**src/rtl/alu_seq_if.sv**
```systemverilog
// Request/response bundle for alu_seq: the issuer drives start/op/operands,
// the ALU returns ready, the done pulse, the registered result and its flags.
interface alu_seq_if #(
  parameter int WIDTH = 32
);
  logic             start;
  logic [3:0]       op;
  logic [WIDTH-1:0] a;
  logic [WIDTH-1:0] b;
  logic             ready;
  logic             done;
  logic [WIDTH-1:0] result;
  logic             zero;
  logic             overflow;
  logic             illegal;

  modport master (output start, op, a, b,
                  input  ready, done, result, zero, overflow, illegal);
  modport slave  (input  start, op, a, b,
                  output ready, done, result, zero, overflow, illegal);
endinterface

```
**src/rtl/alu_seq.sv**
```systemverilog
// Handshaked sequential ALU: single-cycle basic ops plus iterative mul/div/rem.
// Define ALU_MULDIV_EN to build the multicycle datapath; otherwise opcodes 1010-1111 report illegal.
module alu_seq #(
  parameter int WIDTH   = 32,
  parameter int SHAMT_W = $clog2(WIDTH)
) (
  input  logic     clk,
  input  logic     reset,
  alu_seq_if.slave bus
);
  localparam logic [3:0] OP_ADD  = 4'b0000;
  localparam logic [3:0] OP_SUB  = 4'b0001;
  localparam logic [3:0] OP_AND  = 4'b0010;
  localparam logic [3:0] OP_OR   = 4'b0011;
  localparam logic [3:0] OP_XOR  = 4'b0100;
  localparam logic [3:0] OP_SLT  = 4'b0101;
  localparam logic [3:0] OP_SLL  = 4'b0110;
  localparam logic [3:0] OP_SRA  = 4'b0111;
  localparam logic [3:0] OP_SRL  = 4'b1000;
  localparam logic [3:0] OP_SLTU = 4'b1001;

  typedef enum logic [1:0] {IDLE, BUSY, DONE} state_t;
  state_t state, state_nxt;

  logic               accept, is_muldiv, go_busy, basic_ovf;
  logic [SHAMT_W-1:0] shamt;
  logic [WIDTH-1:0]   sum, diff, basic_res, result;
  logic               zero, overflow, illegal;

  assign bus.ready    = (state != BUSY);
  assign bus.done     = (state == DONE);
  assign bus.result   = result;
  assign bus.zero     = zero;
  assign bus.overflow = overflow;
  assign bus.illegal  = illegal;

  assign accept    = bus.start && bus.ready;
  assign is_muldiv = bus.op[3] && (bus.op[2] || bus.op[1]);
  assign shamt     = bus.b[SHAMT_W-1:0];
  assign sum       = bus.a + bus.b;
  assign diff      = bus.a - bus.b;

  // NOTE: every always_comb output is given a default first so no path can infer a latch.
  always_comb begin
    basic_res = '0;
    basic_ovf = 1'b0;
    case (bus.op)
      OP_ADD: begin
        basic_res = sum;
        basic_ovf = (bus.a[WIDTH-1] == bus.b[WIDTH-1]) && (sum[WIDTH-1] != bus.a[WIDTH-1]);
      end
      OP_SUB: begin
        basic_res = diff;
        basic_ovf = (bus.a[WIDTH-1] != bus.b[WIDTH-1]) && (diff[WIDTH-1] != bus.a[WIDTH-1]);
      end
      OP_AND:  basic_res = bus.a & bus.b;
      OP_OR:   basic_res = bus.a | bus.b;
      OP_XOR:  basic_res = bus.a ^ bus.b;
      OP_SLT:  basic_res = WIDTH'($signed(bus.a) < $signed(bus.b));
      OP_SLL:  basic_res = bus.a << shamt;
      OP_SRA:  basic_res = $unsigned($signed(bus.a) >>> shamt);
      OP_SRL:  basic_res = bus.a >> shamt;
      OP_SLTU: basic_res = WIDTH'(bus.a < bus.b);
      default: ;
    endcase
  end

`ifdef ALU_MULDIV_EN
  localparam int CNT_W = $clog2(WIDTH);

  logic [CNT_W-1:0] cnt;
  logic [WIDTH:0]   hi, hi_nxt, part;
  logic [WIDTH-1:0] lo, lo_nxt, opnd, md_res;
  logic             md_div, md_hi, neg_q, neg_r;
  logic             sgn_div, a_neg, b_neg, last;

  // Only DIV/REM are signed; MUL low half is sign-agnostic and MULHU is unsigned.
  assign sgn_div = bus.op[2] && !bus.op[0];
  assign a_neg   = sgn_div && bus.a[WIDTH-1];
  assign b_neg   = sgn_div && bus.b[WIDTH-1];
  assign go_busy = is_muldiv;
  assign last    = (state == BUSY) && (cnt == '0);

  // hi:lo is the product accumulator for MUL, remainder:quotient for DIV.
  always_comb begin
    part   = '0;
    hi_nxt = hi;
    lo_nxt = lo;
    md_res = '0;
    if (!md_div) begin
      part             = lo[0] ? hi + {1'b0, opnd} : hi;
      {hi_nxt, lo_nxt} = {part, lo} >> 1;
      md_res           = md_hi ? hi_nxt[WIDTH-1:0] : lo_nxt;
    end else begin
      part = {hi[WIDTH-1:0], lo[WIDTH-1]} - {1'b0, opnd};
      if (part[WIDTH]) begin
        hi_nxt = {hi[WIDTH-1:0], lo[WIDTH-1]};
        lo_nxt = {lo[WIDTH-2:0], 1'b0};
      end else begin
        hi_nxt = part;
        lo_nxt = {lo[WIDTH-2:0], 1'b1};
      end
      if (md_hi) md_res = neg_r ? -hi_nxt[WIDTH-1:0] : hi_nxt[WIDTH-1:0];
      else       md_res = neg_q ? -lo_nxt : lo_nxt;
    end
  end

  always_ff @(posedge clk or negedge reset) begin
    if (!reset) begin
      cnt    <= '0;
      hi     <= '0;
      lo     <= '0;
      opnd   <= '0;
      md_div <= 1'b0;
      md_hi  <= 1'b0;
      neg_q  <= 1'b0;
      neg_r  <= 1'b0;
    end else if (accept && is_muldiv) begin
      cnt    <= CNT_W'(WIDTH - 1);
      hi     <= '0;
      lo     <= bus.op[2] ? (a_neg ? -bus.a : bus.a) : bus.b;
      opnd   <= bus.op[2] ? (b_neg ? -bus.b : bus.b) : bus.a;
      md_div <= bus.op[2];
      md_hi  <= bus.op[2] ? bus.op[1] : bus.op[0];
      // Divide-by-zero keeps the raw all-ones quotient regardless of operand signs.
      neg_q  <= (a_neg ^ b_neg) && (bus.b != '0);
      neg_r  <= a_neg;
    end else if (state == BUSY) begin
      cnt <= cnt - 1'b1;
      hi  <= hi_nxt;
      lo  <= lo_nxt;
    end
  end
`else
  assign go_busy = 1'b0;
`endif

  always_comb begin
    state_nxt = state;
    case (state)
      IDLE, DONE: state_nxt = bus.start ? (go_busy ? BUSY : DONE) : IDLE;
`ifdef ALU_MULDIV_EN
      BUSY:       if (cnt == '0) state_nxt = DONE;
`endif
      default:    state_nxt = IDLE;
    endcase
  end

  // NOTE: sequential state uses non-blocking assignments so every flop samples pre-edge values.
  always_ff @(posedge clk or negedge reset) begin
    if (!reset) begin
      state    <= IDLE;
      result   <= '0;
      zero     <= 1'b1;
      overflow <= 1'b0;
      illegal  <= 1'b0;
    end else begin
      state <= state_nxt;
      if (accept && !is_muldiv) begin
        result   <= basic_res;
        zero     <= (basic_res == '0);
        overflow <= basic_ovf;
        illegal  <= 1'b0;
`ifdef ALU_MULDIV_EN
      end else if (last) begin
        result   <= md_res;
        zero     <= (md_res == '0);
        overflow <= 1'b0;
        illegal  <= 1'b0;
`else
      end else if (accept) begin
        result   <= '0;
        zero     <= 1'b1;
        overflow <= 1'b0;
        illegal  <= 1'b1;
`endif
      end
    end
  end
endmodule

```
**src/flat_wrapper.sv**
```systemverilog
// flat-port wrapper written by rule: the top's interface ports become plain ports
module alu_seq_flat 
#(
  parameter int WIDTH   = 32,
  parameter int SHAMT_W = $clog2(WIDTH)
)
  (clk, reset, bus_start, bus_op, bus_a, bus_b, bus_ready, bus_done, bus_result, bus_zero, bus_overflow, bus_illegal);
  alu_seq_if #(.WIDTH(WIDTH)) bus_i ();
  input  logic clk;
  input  logic reset;
  input wire logic [$bits(bus_i.start)-1:0] bus_start;
  input wire logic [$bits(bus_i.op)-1:0] bus_op;
  input wire logic [$bits(bus_i.a)-1:0] bus_a;
  input wire logic [$bits(bus_i.b)-1:0] bus_b;
  output wire logic [$bits(bus_i.ready)-1:0] bus_ready;
  output wire logic [$bits(bus_i.done)-1:0] bus_done;
  output wire logic [$bits(bus_i.result)-1:0] bus_result;
  output wire logic [$bits(bus_i.zero)-1:0] bus_zero;
  output wire logic [$bits(bus_i.overflow)-1:0] bus_overflow;
  output wire logic [$bits(bus_i.illegal)-1:0] bus_illegal;
  assign bus_i.start = bus_start;
  assign bus_i.op = bus_op;
  assign bus_i.a = bus_a;
  assign bus_i.b = bus_b;
  assign bus_ready = bus_i.ready;
  assign bus_done = bus_i.done;
  assign bus_result = bus_i.result;
  assign bus_zero = bus_i.zero;
  assign bus_overflow = bus_i.overflow;
  assign bus_illegal = bus_i.illegal;
  alu_seq #(.WIDTH(WIDTH), .SHAMT_W(SHAMT_W)) u_core (.clk(clk), .reset(reset), .bus(bus_i));
endmodule
```
**config.mk**
```make
export PLATFORM = sky130hd
export DESIGN_NAME = alu_seq_flat
export DESIGN_NICKNAME = d
export VERILOG_FILES = /design/src/rtl/alu_seq_if.sv /design/src/rtl/alu_seq.sv /design/src/flat_wrapper.sv
export SDC_FILE = /design/constraint.sdc
export NUM_CORES = 1
export LEC_CHECK = 0
export CAP_MARGIN = 5
export CORE_UTILIZATION = 45
export CTS_CLUSTER_SIZE = 40
export DETAILED_ROUTE_END_ITERATION = 8
export DONT_BUFFER_PORTS = 1
export PLACE_DENSITY_LB_ADDON = 0.25
export SLEW_MARGIN = 40
export SYNTH_ARGS = -nofsm -noshare
export SYNTH_HDL_FRONTEND = slang
export SYNTH_SLANG_ARGS = --single-unit
```
**constraint.sdc**
```tcl
create_clock -name clk -period 4 [get_ports clk]
set_clock_uncertainty 0.2 [all_clocks]
set_input_delay 0.6 -clock clk [delete_from_list [all_inputs] [get_ports clk]]
set_output_delay 0.6 -clock clk [all_outputs]
set_load 0.005 [all_outputs]
```
## After elaboration in Yosys (flattened, before gate mapping)

Index checks and enable logic that the tools add are counted.

| cells by class | value |
|---|---|
| add/subtract/negate cells | 2 |
| magnitude comparators | 2 |
| eq/ne operators | 15 |
| shifts and indexed selects | 3 |
| multiplexer cells | 11 |
| bitwise operators | 3 |
| reductions and logical operators | 12 |

Operator list:

| operator | number |
|---|---|
| one-hot mux 32 bit (10 select lines) | 1 |
| less-than comparator 32 bit | 2 |
| two-way mux 32 bit | 2 |
| adder 32 bit | 1 |
| bitwise AND 32 bit | 1 |
| logical NOT 32 bit | 1 |
| bitwise OR 32 bit | 1 |
| left shift 32 x 5 -> 32 bit | 1 |
| >> shifter 32 x 5 -> 32 bit | 1 |
| >>> shifter 32 x 5 -> 32 bit | 1 |
| subtractor 32 bit | 1 |
| bitwise XOR 32 bit | 1 |
| == test 4 x 3 -> 1 bit, second input constant | 4 |
| == test 4 x 2 -> 1 bit, second input constant | 2 |
| == test 4 bit, second input constant | 2 |
| logical AND 1 bit | 5 |
| two-way mux 1 bit | 5 |
| == test 4 x 1 -> 1 bit, second input constant | 1 |
| logical NOT 4 bit | 1 |
| two-way mux 2 bit | 2 |
| inequality test 1 bit | 3 |
| == test 2 bit, second input constant | 1 |
| logical NOT 2 bit | 1 |
| inequality test 2 x 1 -> 1 bit, second input constant | 1 |
| other kinds (6) | 6 |

| storage, ports and cells | value |
|---|---|
| flip-flop bits (word level) | 37 |
| input bits | 71 |

## Depth between registers and ports, before layout

Gate-level depths: netlist (run 1).

| depth | value |
|---|---|
| word-level depth | 5 |
| mapped depth | 19 |
| mapped depth without buffers | 16 |

## Worst setup path after synthesis (run 1)

OpenSTA, ideal clock, no wires.

| timing | value |
|---|---|
| path kind | input to register |
| start | input bus_b[2] |
| end | register u_core.zero (netlist: u_core.bus.zero) |
| setup time | 0.094 ns |
| arrival time | 5.585 ns |
| data required time | 3.706 ns |
| path slack | -1.879 ns |
| stages on the path | 19 |
| buffers on the path | 5 |
| cell sequence | buf_2 inv_1 buf_2 buf_2 clkbuf_1 buf_1 ha_1 nand2b_1 a2111o_1 a21oi_1 a21oi_1 a211oi_1 a21oi_1 or4b_1 nor4_1 nand4_1 or4_1 or4_1 o311ai_2 |

| between the ends | value |
|---|---|
| word-level cells in the longest chain between the ends | 4 |
| elaborated cells between the ends (all ways) | 13 |
| those cells by class | add/sub (2); order compare (2); shift (3); mux (2); bitwise (3); reduce/logical (1) |

Ends and longest elaborated chain:

| item | RTL line | RTL |
|---|---|---|
| start: declaration | flat_wrapper.sv:14 | `input wire logic [$bits(bus_i.b)-1:0] bus_b;` |
| subtractor 32 bit, or another cell as far along | alu_seq.sv:41 | `assign diff = bus.a - bus.b;` |
| one-hot mux 32 bit (10 select lines) * | alu_seq.sv:47 | `case (bus.op)` |
| logical NOT 32 bit * | alu_seq.sv:161 | `zero <= (basic_res == '0);` |
| two-way mux 1 bit * | alu_seq.sv:159 | `if (accept && !is_muldiv) begin` |
| end signal: assignment | alu_seq.sv:161 |  |
| end: declaration | alu_seq.sv:28 | `logic zero, overflow, illegal;` |

Mark *: on every way between the ends. The rest lies on a longest branch, timed or not.
A chain may end at the register's enable or synchronous reset.

## Worst setup path after layout (run 1)

| timing | value |
|---|---|
| start | input bus_b[0] |
| end | register u_core.zero (netlist: u_core.bus.zero) |

The elaborated chain is that of the path after synthesis.

==> impl_metrics.tcl, run 1 <==
set metrics [dict create \
    status "complete, but fails checks" \
    failed_checks "negative setup slack" \
    worst_pin_slew_ns 0.7279 \
    layout.nets 2063 \
    dr_total_vias 14480 \
    synth_compound_area_frac 0.3155 \
    yosys.cell_types.count 99 \
    fin_ws_ns -0.6371 \
    mostFrequentLayoutCells "483 x buf_4, 155 x nor2_1, 118 x a21oi_1" \
    initial_core_util 0.4647 \
    n_antenna_cell 0 \
    synth-async-reset-ratio 1.000 \
    p_int_mw 1.702 \
    synth_seq_cells 36 \
    clk_pin_slew_ns 0.06 \
    vias_per_cell 6.550 \
    mostFrequentLayoutCell "buf_4" \
    critPathKind "primary input to register" \
    yosysTopAreaCellShare 0.1134 \
    drtPass1Iterations 6 \
    synth-seq-area-share 0.08174 \
    io_buffer_count 0 \
    min_to "u_core.state[1]$_DFF_PN0_" \
    hold_path_class "primary input to register" \
    fin_area_sq_um 15390 \
    clkSinkCount 36 \
    syn_area_per_cell_sq_um 7.343 \
    switching_share 0.4193 \
    core_sq_um 23750 \
    placed_area_sq_um 14690 \
    synth-adder-area-share 0.1170 \
    ff2ff_path_depth 8 \
    hp-start "bus_start" \
    cts_tree "done" \
    drc 0 \
    rsz0062_at_grt "true" \
    rows 56 \
    grt_busiest_layer "met2" \
    r2r_slack_ns 0.86 \
    globalRouteOverflowTotal 0 \
    switchingPower_mw 1.229 \
    synthTopCellsByArea "ha_1 11%, dfrtp_1 7.9%, mux4_2 6.7%" \
    ir_drop_v 0.0002074 \
    chipHeight_microns 158.6 \
    gp_congestion 1.066 \
    yosys_warnings 0 \
    clkLatencyLatePin_ns 0.28 \
    leakage_nw 6.991 \
    cts_inserted_buffers 5 \
    die_x_microns 158.6 \
    setup_viol 1 \
    syn_nets 1676 \
    use_met2 0.6882 \
    yosysTopAreaCell "ha_1" \
    dieArea_sq_um 25160 \
    hold_slack_ns 0.1549 \
    grt_pass1_vias 13730 \
    synth-main-ff-cell "dfrtp_1" \
    grtUsageTotal 0.4477 \
    critical-path-max-stage-delay_ns 0.56 \
    power_density_nw_per_um2 190.4 \
    endpoint_kind "register" \
    wl_per_cell_microns 25.78 \
    use_met1 0.5837 \
    ioPinCount 108 \
    fin_crit_sh 1.159 \
    startpoint_type "primary input" \
    comb_power_share 0.692 \
    synth-simple-area-share 0.2253 \
    cts_max_level 2 \
    maxCapViolations 0 \
    grt_use_met3 0.1222 \
    pwr-share-clk 0.149 \
    timing_hold_violations_final 0 \
    hold_path_depth 0 \
    cp_max_fo 92 \
    sequentialPowerShare 0.158 \
    r2r-start "u_core.bus.zero$_DFFE_PN1P_" \
    cts_max_path_buffers 2 \
    reg2reg_to "u_core.bus.zero$_DFFE_PN1P_" \
    final_max_slew_viol_count 0 \
    crit_chain "mux2_4, mux2i_1, nor3_1, or4_4, a221oi_2, nor3b_2, nand4_1, nor4_4, nand4_1, or4_1, or4_4, o311ai_4" \
    worstPathRequired_ns 4.00 \
    netlist_instances 1503 \
    drt_iter0_markers 2124 \
    antenna_found_initial 0 \
    synth_edf_count 0 \
    relSlewSlack 0.5086 \
    arrival_ns 4.63 \
    period_needed_ns 4.637 \
    timing.fmax_mhz 215.7 \
    hpwl_microns 46130 \
    grt_max_degree 93 \
    layout-drive-gt1-share 0.3596 \
    synth_top_family_by_area "compound AO/OA/AOI/OAI gates" \
    cts_root_buffer "clkbuf_16" \
    wl_microns 56970 \
    grt_pass1_wl_microns 83330 \
    postRouteAntennaNets 0 \
    syn2layout_area_growth_pct 39.46 \
    synthMuxAreaShare 0.1678 \
    fin_util 0.6480 \
    syn-cell-area_sq_um 11040 \
    slowest_stage "or4_4" \
    synth_xor_area_frac 0.01032 \
]
-- stage by stage --
stage               setup TNS [ns]  cells  power [mW]  setup WS (ns)
floorplan                   -1.700   1503       1.495        -0.9610
global placement            -1.512   2188       2.312         -1.081
detailed placement          -1.849   2188       2.324         -1.071
CTS                        -0.9051   2207       2.843        -0.5236
global route               -0.6691   2210       3.071        -0.6310
finish                     -0.6371   2210       2.931        -0.6371
-- metal layers --
metal,wire [microns],share of wire
met5,0,0
met4,2828,0.050
met3,7312,0.13
met2,24420,0.43
met1,22410,0.39
-- area by class of cell --
cell class | count | area [sq um]
repair buffers | 492 | 3761
multi-input cells | 1255 | 9769
well taps | 319 | 399.1
clock inverters | 2 | 35.03
flip-flops and latches | 36 | 902.1
fillers | 2143 | 8361
inverters | 100 | 396.6
clock buffers | 6 | 128.9
-- how the worst max path moves through the flow --
stage             start                     endpoint  slack [ns]
6_report       bus_b[0]  u_core.bus.zero$_DFFE_PN1P_       -0.64
5_1_grt        bus_b[7]  u_core.bus.zero$_DFFE_PN1P_       -0.63
4_1_cts        bus_a[0]  u_core.bus.zero$_DFFE_PN1P_       -0.52
3_5_place_dp   bus_b[4]  u_core.bus.zero$_DFFE_PN1P_       -1.07
3_3_place_gp   bus_b[4]  u_core.bus.zero$_DFFE_PN1P_       -1.08
2_1_floorplan  bus_b[2]  u_core.bus.zero$_DFFE_PN1P_       -0.96
-- cells in the mapped netlist, types with 16 or more instances --
| library cell | n |
|---|---|
| mux4_2 | 33 |
| o21ai_0 | 66 |
| o221ai_1 | 16 |
| mux2i_1 | 74 |
| nor3_1 | 44 |
| a31oi_1 | 17 |
| ha_1 | 100 |
| o31ai_1 | 17 |
| clkbuf_1 | 67 |
| a21oi_1 | 128 |
| a21o_1 | 19 |
| dfrtp_1 | 35 |
| a22oi_1 | 18 |
| nand3_1 | 42 |
| nand2_1 | 106 |
| mux2_2 | 22 |
| buf_2 | 22 |
| inv_1 | 92 |
| nor2b_1 | 17 |
| a221oi_1 | 18 |
| o22ai_1 | 22 |
| nand2b_1 | 18 |
| nor2_1 | 159 |
| a211oi_1 | 30 |
| o211ai_1 | 26 |
-- state kept, by name, indices dropped and copies added (netlist names) --
signal,cells
u_core.bus.illegal,1
u_core.bus.overflow,1
u_core.bus.result,32
u_core.bus.zero,1
u_core.state,1
-- power groups by stage --
stage | logic, mW | registers [mW] | clock network (mW)
2_1_floorplan | 1.04 | 0.456 | 0
3_3_place_gp | 1.84 | 0.468 | 0
3_5_place_dp | 1.85 | 0.470 | 0
4_1_cts | 1.94 | 0.465 | 0.442
5_1_grt | 2.14 | 0.470 | 0.459
6_report | 2.03 | 0.463 | 0.438
-- worst max-delay path: cells and delay by family --
family	cells	cell delay, ns
muxes	2	0.71
and+or+nand+nor	8	2.74
AOI/OAI and AO/OA	2	0.53
-- cells by family after synthesis --
logic type | count (synthesis)
AOI/OAI and AO/OA | 499
and+or+nand+nor | 502
DFF | 36
buffers and inverters | 212
muxes | 138
other | 1
adders and majority gates | 102
xor gates and xnor gates | 13
-- timing repair --
| action | CTS | global route |
|---|---|---|
| pin swaps | 28 | 25 |
| endpoints found under the hold margin | 36 | 0 |
| endpoints found under the setup margin | 2 | 4 |
| resized for setup | 51 | 45 |
| cloned | 0 | 0 |
| hold buffers | 2 | 0 |
| setup buffers | 11 | 6 |
Power figures use the tool's default switching activity.
==> inputs of run 2 (changes only) <==
Settings changed: ABC_CLOCK_PERIOD_IN_PS from default to 4000, SLEW_MARGIN 40 to default.
==> run 2 against run 1 <==
The flow still finishes with violations (negative setup slack). Via count down 0.85%. Count of clock-buffer cells in the layout rose by 2. Utilization shrank 0.72 points. Cell area decreased by 1.1%. Non-clock buffer count down 7. Final cell count decreased by 0.32%. Sequential share of layout area increased by 0.066 points. Critical endpoint unchanged. Global-route usage fell by 0.41 points. Hold slack worse by 0.0059 ns.
==> impl_metrics.tcl, run 2 (synthesized netlist as in run 1, its figures left out) <==
set metrics [dict create \
    status "complete, but fails checks" \
    failed_checks "negative setup slack" \
    crit_family "simple AND/OR/NAND/NOR gates" \
    layout-drive-gt1-share 0.3493 \
    placed_area_sq_um 14680 \
    comb_power_share 0.695 \
    drt_iter0_markers 1831 \
    cts_max_level 2 \
    postRouteAntennaNets 0 \
    globalRouteOverflowTotal 0 \
    mostFrequentLayoutCell "buf_4" \
    reg2reg_to "u_core.bus.zero$_DFFE_PN1P_" \
    mostFrequentLayoutCells "478 x buf_4, 156 x nor2_1, 118 x a21oi_1" \
    switchingPower_mw 1.225 \
    timing_hold_violations_final 0 \
    fin_crit_sh 1.175 \
    fin_ws_ns -0.6992 \
    ioPinCount 108 \
    initial_core_util 0.4647 \
    power_density_nw_per_um2 189.3 \
    cp_max_fo 92 \
    sequentialPowerShare 0.161 \
    antenna_found_initial 1 \
    wl_per_cell_microns 25.66 \
    grt_pass1_vias 13460 \
    largest_reg_flops 32 \
    cp.buffers_inverters 1 \
    r2r-start "u_core.bus.zero$_DFFE_PN1P_" \
    cts_inserted_buffers 5 \
    worst_pin_slew_ns 1.188 \
    slowest_stage "or4_4" \
    grt_max_degree 93 \
    gp_congestion 1.066 \
    r2r_slack_ns 0.75 \
    clk_pin_slew_ns 0.05 \
    drc 0 \
    relSlewSlack 0.2060 \
    layout.nets 2056 \
    pre_cts_ws_ns -1.025 \
    critical-path-max-stage-delay_ns 0.55 \
    fin_setup_tns_ns -0.7554 \
    maxCapViolations 0 \
    hold_path_class "primary input to register" \
    hp-start "bus_start" \
    n_antenna_cell 0 \
    cts_tree "done" \
    grtUsageTotal 0.4437 \
    p_int_mw 1.657 \
    clkSinkCount 36 \
    timing.fmax_mhz 212.8 \
    wl_microns 56530 \
    cp.depth 13 \
    cts_root_buffer "clkbuf_16" \
    max_flop_register "u_core.bus.result" \
    dieArea_sq_um 25160 \
    final_max_slew_viol_count 0 \
    pwr-share-clk 0.144 \
    chipHeight_microns 158.6 \
    startpoint_type "primary input" \
    clkLatencyLatePin_ns 0.28 \
    dr_total_vias 14350 \
    vias_per_cell 6.515 \
    ff2ff_path_depth 9 \
    cts_max_path_buffers 2 \
    crit_chain "mux2_4, mux2i_1, nor3_1, or4_4, a221oi_2, nor3b_2, nand4_1, nor4_4, buf_4, nand4_1, or4_1, or4_4, o311ai_4" \
    period_needed_ns 4.699 \
    hpwl_microns 46050 \
    hold_slack_ns 0.1490 \
    drtPass1Iterations 8 \
    endpoint_kind "register" \
    grt_pass1_wl_microns 82580 \
    critPathKind "primary input to register" \
    switching_share 0.4250 \
    ir_drop_v 0.0001886 \
    die_x_microns 158.6 \
    rows 56 \
    io_buffer_count 0 \
    leakage_nw 6.942 \
    syn2layout_area_growth_pct 37.91 \
    hold_path_depth 0 \
    arrival_ns 4.69 \
    setup_viol 2 \
    worstPathRequired_ns 3.99 \
    core_sq_um 23750 \
    rsz0062_at_grt "true" \
    min_to "u_core.state[1]$_DFF_PN0_" \
    fin_area_sq_um 15220 \
]
-- run 2: cell types whose count changed in the layout (fill, tap and decap cells not counted), sizes merged --
cell	before	now
clkinvlp	1	0
buf	491	484
bufinv	1	0
clkbuf	6	8
-- run 2: what timing repair did --
action                                  in CTS  in global routing
endpoints found under the setup margin       2                  4
buffers inserted                             1                  4
hold buffers                                 2                  0
pin swaps                                    9                 13
resized for setup                           22                 44
endpoints found under the hold margin       36                  0
-- run 2: worst max-delay path by stage --
stage | from | to | slack [ns]
after global placement | bus_b[4] | u_core.bus.zero$_DFFE_PN1P_ | -1.08
after detailed placement | bus_a[0] | u_core.bus.zero$_DFFE_PN1P_ | -1.02
after global routing | bus_b[0] | u_core.bus.zero$_DFFE_PN1P_ | -0.68
final | bus_b[0] | u_core.bus.zero$_DFFE_PN1P_ | -0.70
after CTS | bus_b[0] | u_core.bus.zero$_DFFE_PN1P_ | -0.59
after floorplan | bus_b[2] | u_core.bus.zero$_DFFE_PN1P_ | -0.96
-- run 2: power by group through the flow --
| stage | Sequential (mW) | Combinational, mW | Clock, mW |
|---|---|---|---|
| floorplan | 0.456 | 1.04 | 0 |
| global placement | 0.468 | 1.84 | 0 |
| detailed placement | 0.470 | 1.85 | 0 |
| CTS | 0.465 | 1.90 | 0.417 |
| global route | 0.469 | 2.11 | 0.433 |
| finish | 0.463 | 2.00 | 0.415 |
-- run 2: area by class of cell --
type / count / area, sq um
repair buffers: 485 / 3710
flip-flops and latches: 36 / 902.1
clock buffers: 8 / 156.4
well taps: 319 / 399.1
fillers: 2181 / 8532
inverters: 100 / 377.9
multi-input cells: 1255 / 9676
-- run 2: stage by stage --
stage	utilization	total power, mW	instances
after floorplan	-	1.495	1503
after global placement	0.6178	2.312	2188
after detailed placement	0.6178	2.323	2188
after CTS	0.6307	2.782	2199
after global routing	0.6408	3.017	2203
final	0.6408	2.882	2203
-- run 2: routing by layer --
| metal | global-route usage | wire length (microns) | vias up | part of all wire |
|---|---|---|---|---|
| met5 | 0 | 12 | - | 0.00021 |
| met4 | 0.1625 | 2537 | 2 | 0.045 |
| met3 | 0.1026 | 6699 | 158 | 0.12 |
| met2 | 0.6921 | 24670 | 964 | 0.44 |
| met1 | 0.5924 | 22620 | 6764 | 0.40 |
| li1 | - | - | 6464 | - |
==> inputs of run 3 (changes only) <==
Settings changed: CTS_CLUSTER_DIAMETER from default to 150, TNS_END_PERCENT from default to 5.
==> run 3 against run 2 <==
The run still ends with negative setup slack left. Register-to-register slack improved by 0.08 ns. First-iteration DRC count increased by 2.0%. Sequential power about the same. Flip-flop and latch count unchanged. Critical path depth unchanged. Global-route usage increased by 0.25 points. Combinational power about the same. Highest routed layer unchanged.
==> impl_metrics.tcl, run 3 (synthesized netlist as in run 1, its figures left out) <==
set metrics [dict create \
    cts_root_buffer "clkbuf_16" \
    switchingPower_mw 1.231 \
    p_int_mw 1.635 \
    pre_cts_ws_ns -1.036 \
    sequentialPowerShare 0.161 \
    period_needed_ns 4.586 \
    drtPass1Iterations 5 \
    max_flop_register "u_core.bus.result" \
    initial_core_util 0.4647 \
    cp.buffers_inverters 1 \
    cts_max_path_buffers 2 \
    grt_max_degree 93 \
    endpoint_kind "register" \
    dieArea_sq_um 25160 \
    instances_no_fill 2197 \
    vias_per_cell 6.604 \
    mostFrequentLayoutCells "473 x buf_4, 156 x nor2_1, 119 x a21oi_1" \
    worst_pin_slew_ns 1.198 \
    ir_drop_v 0.0002000 \
    rsz0062_at_grt "true" \
    hpwl_microns 46050 \
    timing.fmax_mhz 218.0 \
    setup_viol 2 \
    grt_pass1_wl_microns 82700 \
    grtUsageTotal 0.4462 \
    arrival_ns 4.58 \
    chipHeight_microns 158.6 \
    wl_per_cell_microns 25.89 \
    fin_crit_sh 1.147 \
    fin_setup_tns_ns -0.6551 \
    gp_congestion 1.026 \
    power_density_nw_per_um2 188.6 \
    clk_pin_slew_ns 0.05 \
    cts_tree "done" \
    core_sq_um 23750 \
    rows 56 \
    pwr-share-clk 0.138 \
    antenna_found_initial 1 \
    switching_share 0.4296 \
    largest_reg_flops 32 \
    critical-path-max-stage-delay_ns 0.52 \
    relSlewSlack 0.1993 \
    comb_power_share 0.701 \
    slowest_stage "or4_1" \
    maxCapViolations 0 \
    place_inst 2181 \
    cts_max_level 2 \
    wl_microns 56880 \
    layout.nets 2050 \
    n_antenna_cell 0 \
    cts_inserted_buffers 5 \
    clkLatencyLatePin_ns 0.28 \
    cp_max_fo 92 \
    clkSinkCount 36 \
    crit_family "simple AND/OR/NAND/NOR gates" \
    critPathKind "primary input to register" \
    failed_checks "negative setup slack" \
    io_buffer_count 0 \
    ioPinCount 108 \
    final_max_slew_viol_count 0 \
    layout-drive-gt1-share 0.3488 \
    hold_path_class "primary input to register" \
    mostFrequentLayoutCell "buf_4" \
    placed_area_sq_um 14580 \
    globalRouteOverflowTotal 0 \
    crit_chain "mux2_4, buf_4, nor2_1, o21ai_0, a211oi_1, a22oi_1, a221oi_2, nand4_1, nor4_4, nand4_1, or4_1, or4_4, o311ai_4" \
    timing_hold_violations_final 0 \
    postRouteAntennaNets 0 \
    die_x_microns 158.6 \
    worstPathRequired_ns 3.99 \
    leakage_nw 6.924 \
    fin_area_sq_um 15200 \
    status "complete, but fails checks" \
    grt_pass1_vias 13500 \
    drc 0 \
    syn2layout_area_growth_pct 37.73 \
    drt_iter0_markers 1868 \
    cp_common_cell "nand4_1" \
    startpoint_type "primary input" \
    fin_ws_ns -0.5862 \
    dr_total_vias 14510 \
]
run 3: cell types whose count changed in the layout (fill, tap and decap cells not counted), sizes merged:
cell,delta
buf,-6
run 3: layer usage:
metal,routed length [microns],vias up,share of wire,GRT usage
met1,22180,6884,0.39,0.5847
met2,24500,1024,0.43,0.6846
met3,7367,149,0.13,0.1241
met5,11,-,0.00019,0
met4,2824,2,0.050,0.1841
li1,-,6451,-,-
run 3: path summary, 6_finish.rpt:
path,end,start,cells after the start,slack (ns)
setup / recovery,u_core.bus.zero$_DFFE_PN1P_,bus_b[0],13,-0.59
hold / removal,u_core.state[1]$_DFF_PN0_,bus_start,0,0.15
setup reg to reg,u_core.bus.zero$_DFFE_PN1P_,u_core.bus.zero$_DFFE_PN1P_,8,0.83
hold reg to reg,u_core.bus.result[3]$_DFFE_PN0P_,u_core.bus.result[3]$_DFFE_PN0P_,1,0.33
max in group asynchronous,u_core.bus.zero$_DFFE_PN1P_,reset,2,2.73
min in group asynchronous,u_core.bus.result[6]$_DFFE_PN0P_,reset,2,0.60
run 3: repair_timing:
item | 4_1_cts | 5_1_grt
hold endpoints to repair | 36 | 0
gates resized for setup | 40 | 43
setup buffers | 4 | 3
cloned | 0 | 0
endpoints found under the setup margin | 2 | 5
hold buffers | 2 | 0
pin swaps | 23 | 25
run 3: through the flow:
stage | utilization | hold WS (ns) | power (mW)
5_1_grt | 0.6400 | 0.1440 | 2.993
6_report | 0.6400 | 0.1507 | 2.866
4_1_cts | 0.6305 | 0.1472 | 2.766
3_3_place_gp | 0.6139 | 0.1050 | 2.300
2_1_floorplan | - | 0.1044 | 1.488
3_5_place_dp | 0.6139 | 0.1049 | 2.313
run 3: worst register-to-register path, delay by kind of cell (launching register included):
kind            cells  cell delay (ns)
compound gates      1             0.21
flops               1             0.56
simple gates        7             2.12
run 3: final cells by class:
cell class              instances  area, sq um
flip-flops and latches         36        902.1
well taps                     319        399.1
inverters                     100        392.9
multi-input cells            1255         9717
fillers                      2178         8552
repair buffers                479         3643
clock buffers                   8        146.4
run 3: power by group through the flow:
stage | combinational [mW] | sequential (mW) | clock [mW]
after CTS | 1.91 | 0.464 | 0.396
after floorplan | 1.03 | 0.456 | 0
final | 2.01 | 0.462 | 0.396
after detailed placement | 1.84 | 0.470 | 0
after global routing | 2.12 | 0.471 | 0.407
after global placement | 1.83 | 0.467 | 0
